**src/rtl/seg_scan_reader_pkg.sv**
```systemverilog
// Shared constants and small types for the 7-segment scan reader.
// Segment codes are active-low in {a,b,c,d,e,f,g} order.
package seg_scan_reader_pkg;

  localparam logic [6:0] SEG_0 = 7'b0000001;
  localparam logic [6:0] SEG_1 = 7'b1001111;
  localparam logic [6:0] SEG_2 = 7'b0010010;
  localparam logic [6:0] SEG_3 = 7'b0000110;
  localparam logic [6:0] SEG_4 = 7'b1001100;
  localparam logic [6:0] SEG_5 = 7'b0100100;
  localparam logic [6:0] SEG_6 = 7'b0100000;
  localparam logic [6:0] SEG_7 = 7'b0001111;
  localparam logic [6:0] SEG_8 = 7'b0000000;
  localparam logic [6:0] SEG_9 = 7'b0000100;
  localparam logic [6:0] SEG_A = 7'b0001000;
  localparam logic [6:0] SEG_B = 7'b1100000;
  localparam logic [6:0] SEG_C = 7'b1110010;
  localparam logic [6:0] SEG_D = 7'b1000010;
  localparam logic [6:0] SEG_E = 7'b0110000;
  localparam logic [6:0] SEG_F = 7'b0111000;
  localparam logic [6:0] SEG_BLANK = 7'b1111111;

  localparam logic [3:0] AN_D0 = 4'b1110;
  localparam logic [3:0] AN_D1 = 4'b1101;
  localparam logic [3:0] AN_D2 = 4'b1011;
  localparam logic [3:0] AN_D3 = 4'b0111;

  typedef struct packed {
    logic       ok;
    logic [1:0] idx;
  } an_sel_t;

  typedef struct packed {
    logic       invalid;
    logic [3:0] nib;
  } hex_t;

  // Blanking and multi-low strobes are not a digit.
  function automatic an_sel_t an_select(input logic [3:0] a);
    an_sel_t s;
    s = '0;
    unique case (a)
      AN_D0:   s = '{ok: 1'b1, idx: 2'd0};
      AN_D1:   s = '{ok: 1'b1, idx: 2'd1};
      AN_D2:   s = '{ok: 1'b1, idx: 2'd2};
      AN_D3:   s = '{ok: 1'b1, idx: 2'd3};
      default: s = '0;
    endcase
    return s;
  endfunction

endpackage

```
**src/rtl/seg7_to_hex.sv**
```systemverilog
// Combinational 7-segment pattern to hex nibble decoder.
// Unknown patterns decode to nibble 0 with invalid set.
module seg7_to_hex
  import seg_scan_reader_pkg::*;
(
  input  logic [6:0] led_i,
  output logic [3:0] nibble_o,
  output logic       invalid_o
);

  always_comb begin
    nibble_o  = 4'h0;
    invalid_o = 1'b0;
    unique case (led_i)
      SEG_0:   nibble_o = 4'h0;
      SEG_1:   nibble_o = 4'h1;
      SEG_2:   nibble_o = 4'h2;
      SEG_3:   nibble_o = 4'h3;
      SEG_4:   nibble_o = 4'h4;
      SEG_5:   nibble_o = 4'h5;
      SEG_6:   nibble_o = 4'h6;
      SEG_7:   nibble_o = 4'h7;
      SEG_8:   nibble_o = 4'h8;
      SEG_9:   nibble_o = 4'h9;
      SEG_A:   nibble_o = 4'hA;
      SEG_B:   nibble_o = 4'hB;
      SEG_C:   nibble_o = 4'hC;
      SEG_D:   nibble_o = 4'hD;
      SEG_E:   nibble_o = 4'hE;
      SEG_F:   nibble_o = 4'hF;
      default: invalid_o = 1'b1;
    endcase
  end

endmodule

```
**src/rtl/seg_scan_reader.sv**
```systemverilog
// Receive side of a multiplexed 4-digit 7-segment bus:
// settles each digit, decodes it and assembles 16-bit frames.
module seg_scan_reader
  import seg_scan_reader_pkg::*;
#(
  parameter int SETTLE_CYCLES = 16,
  parameter int SYNC_STAGES   = 2
) (
  input  logic        clk,
  input  logic        reset,
  input  logic [3:0]  an,
  input  logic [6:0]  led,
  output logic [15:0] value,
  output logic [3:0]  digit_err,
  output logic        frame_valid,
  output logic        frame_err
);

  localparam int CW =
    (SETTLE_CYCLES > 2) ? $clog2(SETTLE_CYCLES) : 1;
  localparam logic [CW-1:0] CNT_MAX =
    CW'(SETTLE_CYCLES - 1);
  localparam logic [CW-1:0] CNT_ARM =
    CW'(SETTLE_CYCLES - 2);

  logic [SYNC_STAGES-1:0][3:0] an_sync_q;
  logic [SYNC_STAGES-1:0][6:0] led_sync_q;

  logic [3:0]       an_s;
  logic [6:0]       led_s;
  logic [10:0]      pair;
  logic [10:0]      prev_q;
  logic [CW-1:0]    cnt_q, cnt_d;
  an_sel_t          sel;
  logic             stable;
  logic             capture;
  hex_t             dec;

  logic [3:0][3:0]  slot_q, slot_d;
  logic [3:0]       err_q, err_d;
  logic [3:0]       bmp_q, bmp_d;
  logic             done;

  logic [15:0]      value_q;
  logic [3:0]       digit_err_q;
  logic             frame_valid_q;
  logic             frame_err_q;

  always_ff @(posedge clk) begin
    if (reset) begin
      an_sync_q  <= '0;
      led_sync_q <= '0;
    end else begin
      an_sync_q  <= {an_sync_q[SYNC_STAGES-2:0], an};
      led_sync_q <= {led_sync_q[SYNC_STAGES-2:0], led};
    end
  end

  assign an_s  = an_sync_q[SYNC_STAGES-1];
  assign led_s = led_sync_q[SYNC_STAGES-1];
  assign pair  = {an_s, led_s};
  assign sel   = an_select(an_s);

  seg7_to_hex u_dec (
    .led_i     (led_s),
    .nibble_o  (dec.nib),
    .invalid_o (dec.invalid)
  );

  always_comb begin
    stable  = (pair == prev_q);
    capture = 1'b0;
    cnt_d   = '0;
    if (sel.ok && stable) begin
      // Saturate so a held digit is captured only once.
      cnt_d   = (cnt_q == CNT_MAX) ? cnt_q : cnt_q + 1'b1;
      capture = (cnt_q == CNT_ARM);
    end
  end

  always_comb begin
    done   = (bmp_q == 4'hF);
    slot_d = slot_q;
    err_d  = err_q;
    bmp_d  = done ? 4'h0 : bmp_q;
    if (capture) begin
      slot_d[sel.idx] = dec.nib;
      err_d[sel.idx]  = dec.invalid;
      bmp_d[sel.idx]  = 1'b1;
    end
  end

  always_ff @(posedge clk) begin
    if (reset) begin
      prev_q        <= '0;
      cnt_q         <= '0;
      slot_q        <= '0;
      err_q         <= '0;
      bmp_q         <= '0;
      value_q       <= '0;
      digit_err_q   <= '0;
      frame_valid_q <= 1'b0;
      frame_err_q   <= 1'b0;
    end else begin
      prev_q        <= pair;
      cnt_q         <= cnt_d;
      slot_q        <= slot_d;
      err_q         <= err_d;
      bmp_q         <= bmp_d;
      frame_valid_q <= done;
      if (done) begin
        value_q     <= slot_q;
        digit_err_q <= err_q;
        frame_err_q <= |err_q;
      end
    end
  end

  assign value       = value_q;
  assign digit_err   = digit_err_q;
  assign frame_valid = frame_valid_q;
  assign frame_err   = frame_err_q;

endmodule
```
**config.mk**
```make
export PLATFORM = sky130hd
export DESIGN_NAME = seg_scan_reader
export DESIGN_NICKNAME = d
export VERILOG_FILES = /design/src/rtl/seg_scan_reader_pkg.sv /design/src/rtl/seg7_to_hex.sv /design/src/rtl/seg_scan_reader.sv
export SDC_FILE = /design/constraint.sdc
export NUM_CORES = 1
export LEC_CHECK = 0
export ABC_AREA = 1
export CORE_MARGIN = 2
export CORE_UTILIZATION = 24
export CTS_CLUSTER_SIZE = 20
export DETAILED_ROUTE_END_ITERATION = 8
export SYNTH_ARGS = -nofsm -noshare
export SYNTH_HDL_FRONTEND = slang
export SYNTH_SLANG_ARGS = --single-unit
```
**constraint.sdc**
```tcl
create_clock -name clk -period 2.9 [get_ports clk]
set_clock_uncertainty 0.05 [all_clocks]
set_input_delay 0.435 -clock clk [delete_from_list [all_inputs] [get_ports clk]]
set_output_delay 0.435 -clock clk [all_outputs]
set_load 0.05 [all_outputs]
```
==> results.py <==
metrics = {
    "run_status": {
        "outcome": "completed",
    },
    "worst_hold_path": {
        "worstHoldPathCells": 2,
        "holdCritPathClass": "reg2reg",
        "min_from": "an_sync_q[0]$_SDFF_PP0_",
        "whs_endpoint": "an_s[0]$_SDFF_PP0_",
    },
    "synth": {
        "yosys_warnings": 0,
        "avgSynthCellArea_um2": 7.14,
        "syn_inst": 490,
        "synth-edff-count": 0,
        "yosysMostFrequentCell": "nor2_1",
        "yosys_register_bits": 83,
        "synthArstFlopShare_pct": 0,
        "synthTopCellsByArea": "dfxtp_1, nor2_1, nand2_1",
        "synth_cell_types": 29,
        "syn_area_um2": 3500,
        "synth_ff_type": "dfxtp_1",
        "yosysSeqAreaShare_pct": 47.5,
        "yosys-top-cells-count": "nor2_1, nand2_1, dfxtp_1",
        "syn_nets": 505,
        "synth_top_area_share_pct": 47.5,
        "synth_area_leader_cell": "dfxtp_1",
    },
    "grt": {
        "grt-ovfl-total": 0,
        "met3_usage_pct": 3.14,
        "gr-usage-all-layers_pct": 9.23,
        "grt_pass1_vias": 2625,
        "busiest_layer": "met2",
        "grt_max_degree": 39,
        "use_met1_pct": 11.9,
        "grt_pass1_wl_um": 11800,
        "grt_use_met2_pct": 14.3,
        "antenna_found_initial": 0,
    },
    "sta": {
        "rsz0062_at_grt": "no",
        "hold_violations": 0,
        "tns_ns": 0,
        "drv_slew": 0,
        "setup-violations-final": 0,
        "fmax_mhz": 507,
        "whs_ns": 0.349,
        "tightest_slew_ns": 0.829,
        "max_slew_margin_pct": 44.7,
        "layout_min_cycle_time_ns": 1.97,
        "finalCritPeriodShare_pct": 68.0,
        "timing.final.ws_setup_ns": 0.929,
    },
    "finish": {
        "final_cells": 710,
        "nets": 538,
        "syn2layout_area_growth_pct": 24.4,
        "fill_cells": 1560,
        "drive_gt1_share_pct": 8.56,
        "antenna_cells": 0,
    },
    "cts": {
        "post_cts_buffers": 0,
        "clock-root-buffer": "clkbuf_16",
        "cts-buffers-inserted": 9,
        "cts_htree_levels": 3,
        "cts.sinks": 83,
        "path_clk_slew_ns": 0.06,
        "clock_latency_ns": 0.33,
        "hold_buffers": 0,
        "cts_resized": 0,
        "clockBufferDepth": 2,
        "cts_tree": "built",
    },
    "critical_path": {
        "r2r_slack_ns": 0.93,
        "regToRegStartpoint": "bmp_q[2]$_SDFF_PP0_",
        "critPathRequiredTime_ns": 3.11,
        "crit-reg2reg-capture": "value[1]$_SDFFE_PP0P_",
        "crit_path_start_kind": "register",
        "critPathArrivalTime_ns": 2.18,
        "crit_fanout": 33,
        "end_kind": "register",
        "worst_r2r_path_depth": 4,
        "path_class": "reg2reg",
    },
    "routing": {
        "ant_nets": 0,
        "drc": 0,
        "drt_first_pass_iters": 4,
        "via_count": 2825,
        "drt_first_iter_violations": 124,
        "routed_via_density": 3.98,
        "wl_um": 6610,
        "routedWlPerCell_um": 9.31,
    },
    "power": {
        "seq_power_share_pct": 44.9,
        "netSwitchingFraction_pct": 20.8,
        "pwr-share-clk_pct": 49.7,
        "p_total_w": 0.00261,
        "p_switching_w": 0.000543,
        "power.density_nw_per_um2": 600,
        "leakage_nw": 2.02,
        "p_int_w": 0.00207,
        "power_frac_comb_pct": 5.4,
        "peakVddDrop_uv": 274,
    },
    "run": {
        "maxCapViolCount": 0,
    },
    "place": {
        "post-place-ws_ns": 0.912,
        "port_buffers": 34,
        "place_congestion": 0.806,
        "dp_hpwl_um": 4790,
        "placedCellCount": 696,
    },
    "die": {
        "rows": 44,
        "initial_core_util_pct": 24.3,
        "core_area_um2": 14400,
        "io_pins": 35,
        "fp.dieH_um": 125,
        "die_area_um2": 15600,
        "die_w_um": 125,
    },
}
-- cell families (layout without fill, tap and decap cells) --
logic type	after synthesis	after routing	synth area share, %
AO/OA/AOI/OAI	44	44	6.44
XOR/XNOR	3	3	0.751
adder cells (fa/ha/maj)	2	2	0.715
buffers and inverters	90	126	10.2
flip-flops	83	83	47.5
AND/OR/NAND/NOR	268	268	34.3
-- power by group through the flow --
stage	clock network (W)	logic (W)	registers [W]
floorplan	0	0.000105	0.00119
global placement	0	0.000143	0.00120
detailed placement	0	0.000143	0.00120
CTS	0.00133	0.000144	0.00117
global route	0.00137	0.000162	0.00117
finish	0.00130	0.000141	0.00117
-- area by class of cell --
class                           instances  area [um^2]  area share (%)
Clock buffer                           10          239            5.49
Clock inverter                          4         98.8            2.27
Timing Repair Buffer                   37          363            8.34
Tap cell                              184          230            5.29
Sequential cell                        83         1660            38.2
Inverter                               75          282            6.47
Multi-Input combinational cell        317         1480            34.0
-- registers in the layout (all words and copies together) (netlist names) --
signal,count
err_q,4
prev_q,11
led_s,7
slot_q,16
bmp_q,4
an_sync_q,4
led_sync_q,7
frame_err,1
value,16
digit_err,4
cnt_q,4
an_s,4
frame_valid,1
-- cell usage in the layout (no fill, tap or decap) --
cell	instances
nor2_1	120
nand2_1	98
dfxtp_1	83
inv_1	66
clkdlybuf4s50_1	34
o21ai_0	21
a21oi_1	20
nand3_1	16
nand4_1	11
inv_2	9
clkbuf_16	9
nand2_2	5
nor2_2	5
nor2_8	3
nor3_1	3
bufinv_16	3
buf_4	3
xnor2_1	2
a31oi_1	2
nand4_4	2
ha_1	2
or2_2	1
and3_1	1
nand4_2	1
xor2_1	1
nand3_4	1
nor2_4	1
o211ai_1	1
inv_6	1
clkbuf_8	1
-- through the flow --
stage	cell area, um^2	util (%)
after floorplan	3500	-
after global placement	4010	27.9
after detailed placement	4010	27.9
after CTS	4350	30.3
after global routing	4350	30.3
final	4350	30.3
-- worst max path at each step --
stage	start	to	slack, ns	depth (start not counted)
global route	bmp_q[2]$_SDFF_PP0_	value[8]$_SDFFE_PP0P_	0.63	4
global placement	bmp_q[3]$_SDFF_PP0_	value[12]$_SDFFE_PP0P_	0.88	4
finish	bmp_q[2]$_SDFF_PP0_	value[1]$_SDFFE_PP0P_	0.93	4
CTS	bmp_q[2]$_SDFF_PP0_	value[12]$_SDFFE_PP0P_	0.89	4
detailed placement	bmp_q[2]$_SDFF_PP0_	value[12]$_SDFFE_PP0P_	0.91	4
floorplan	led_s[4]$_SDFF_PP0_	err_q[1]$_SDFFE_PP0P_	1.41	11
-- worst max-delay path, cell delays in order, from the launching register on --
cell and delay [ns]:
dfxtp_1 0.33, nand4_1 0.40, inv_1 0.79, o21ai_0 0.17, a21oi_1 0.15
-- metal layers --
metal,vias up,routed length (um)
li1,1565,-
met1,1199,3380
met2,53,2780
met3,8,347
met4,0,96
met5,-,0
(Power assumes the default switching activity.)
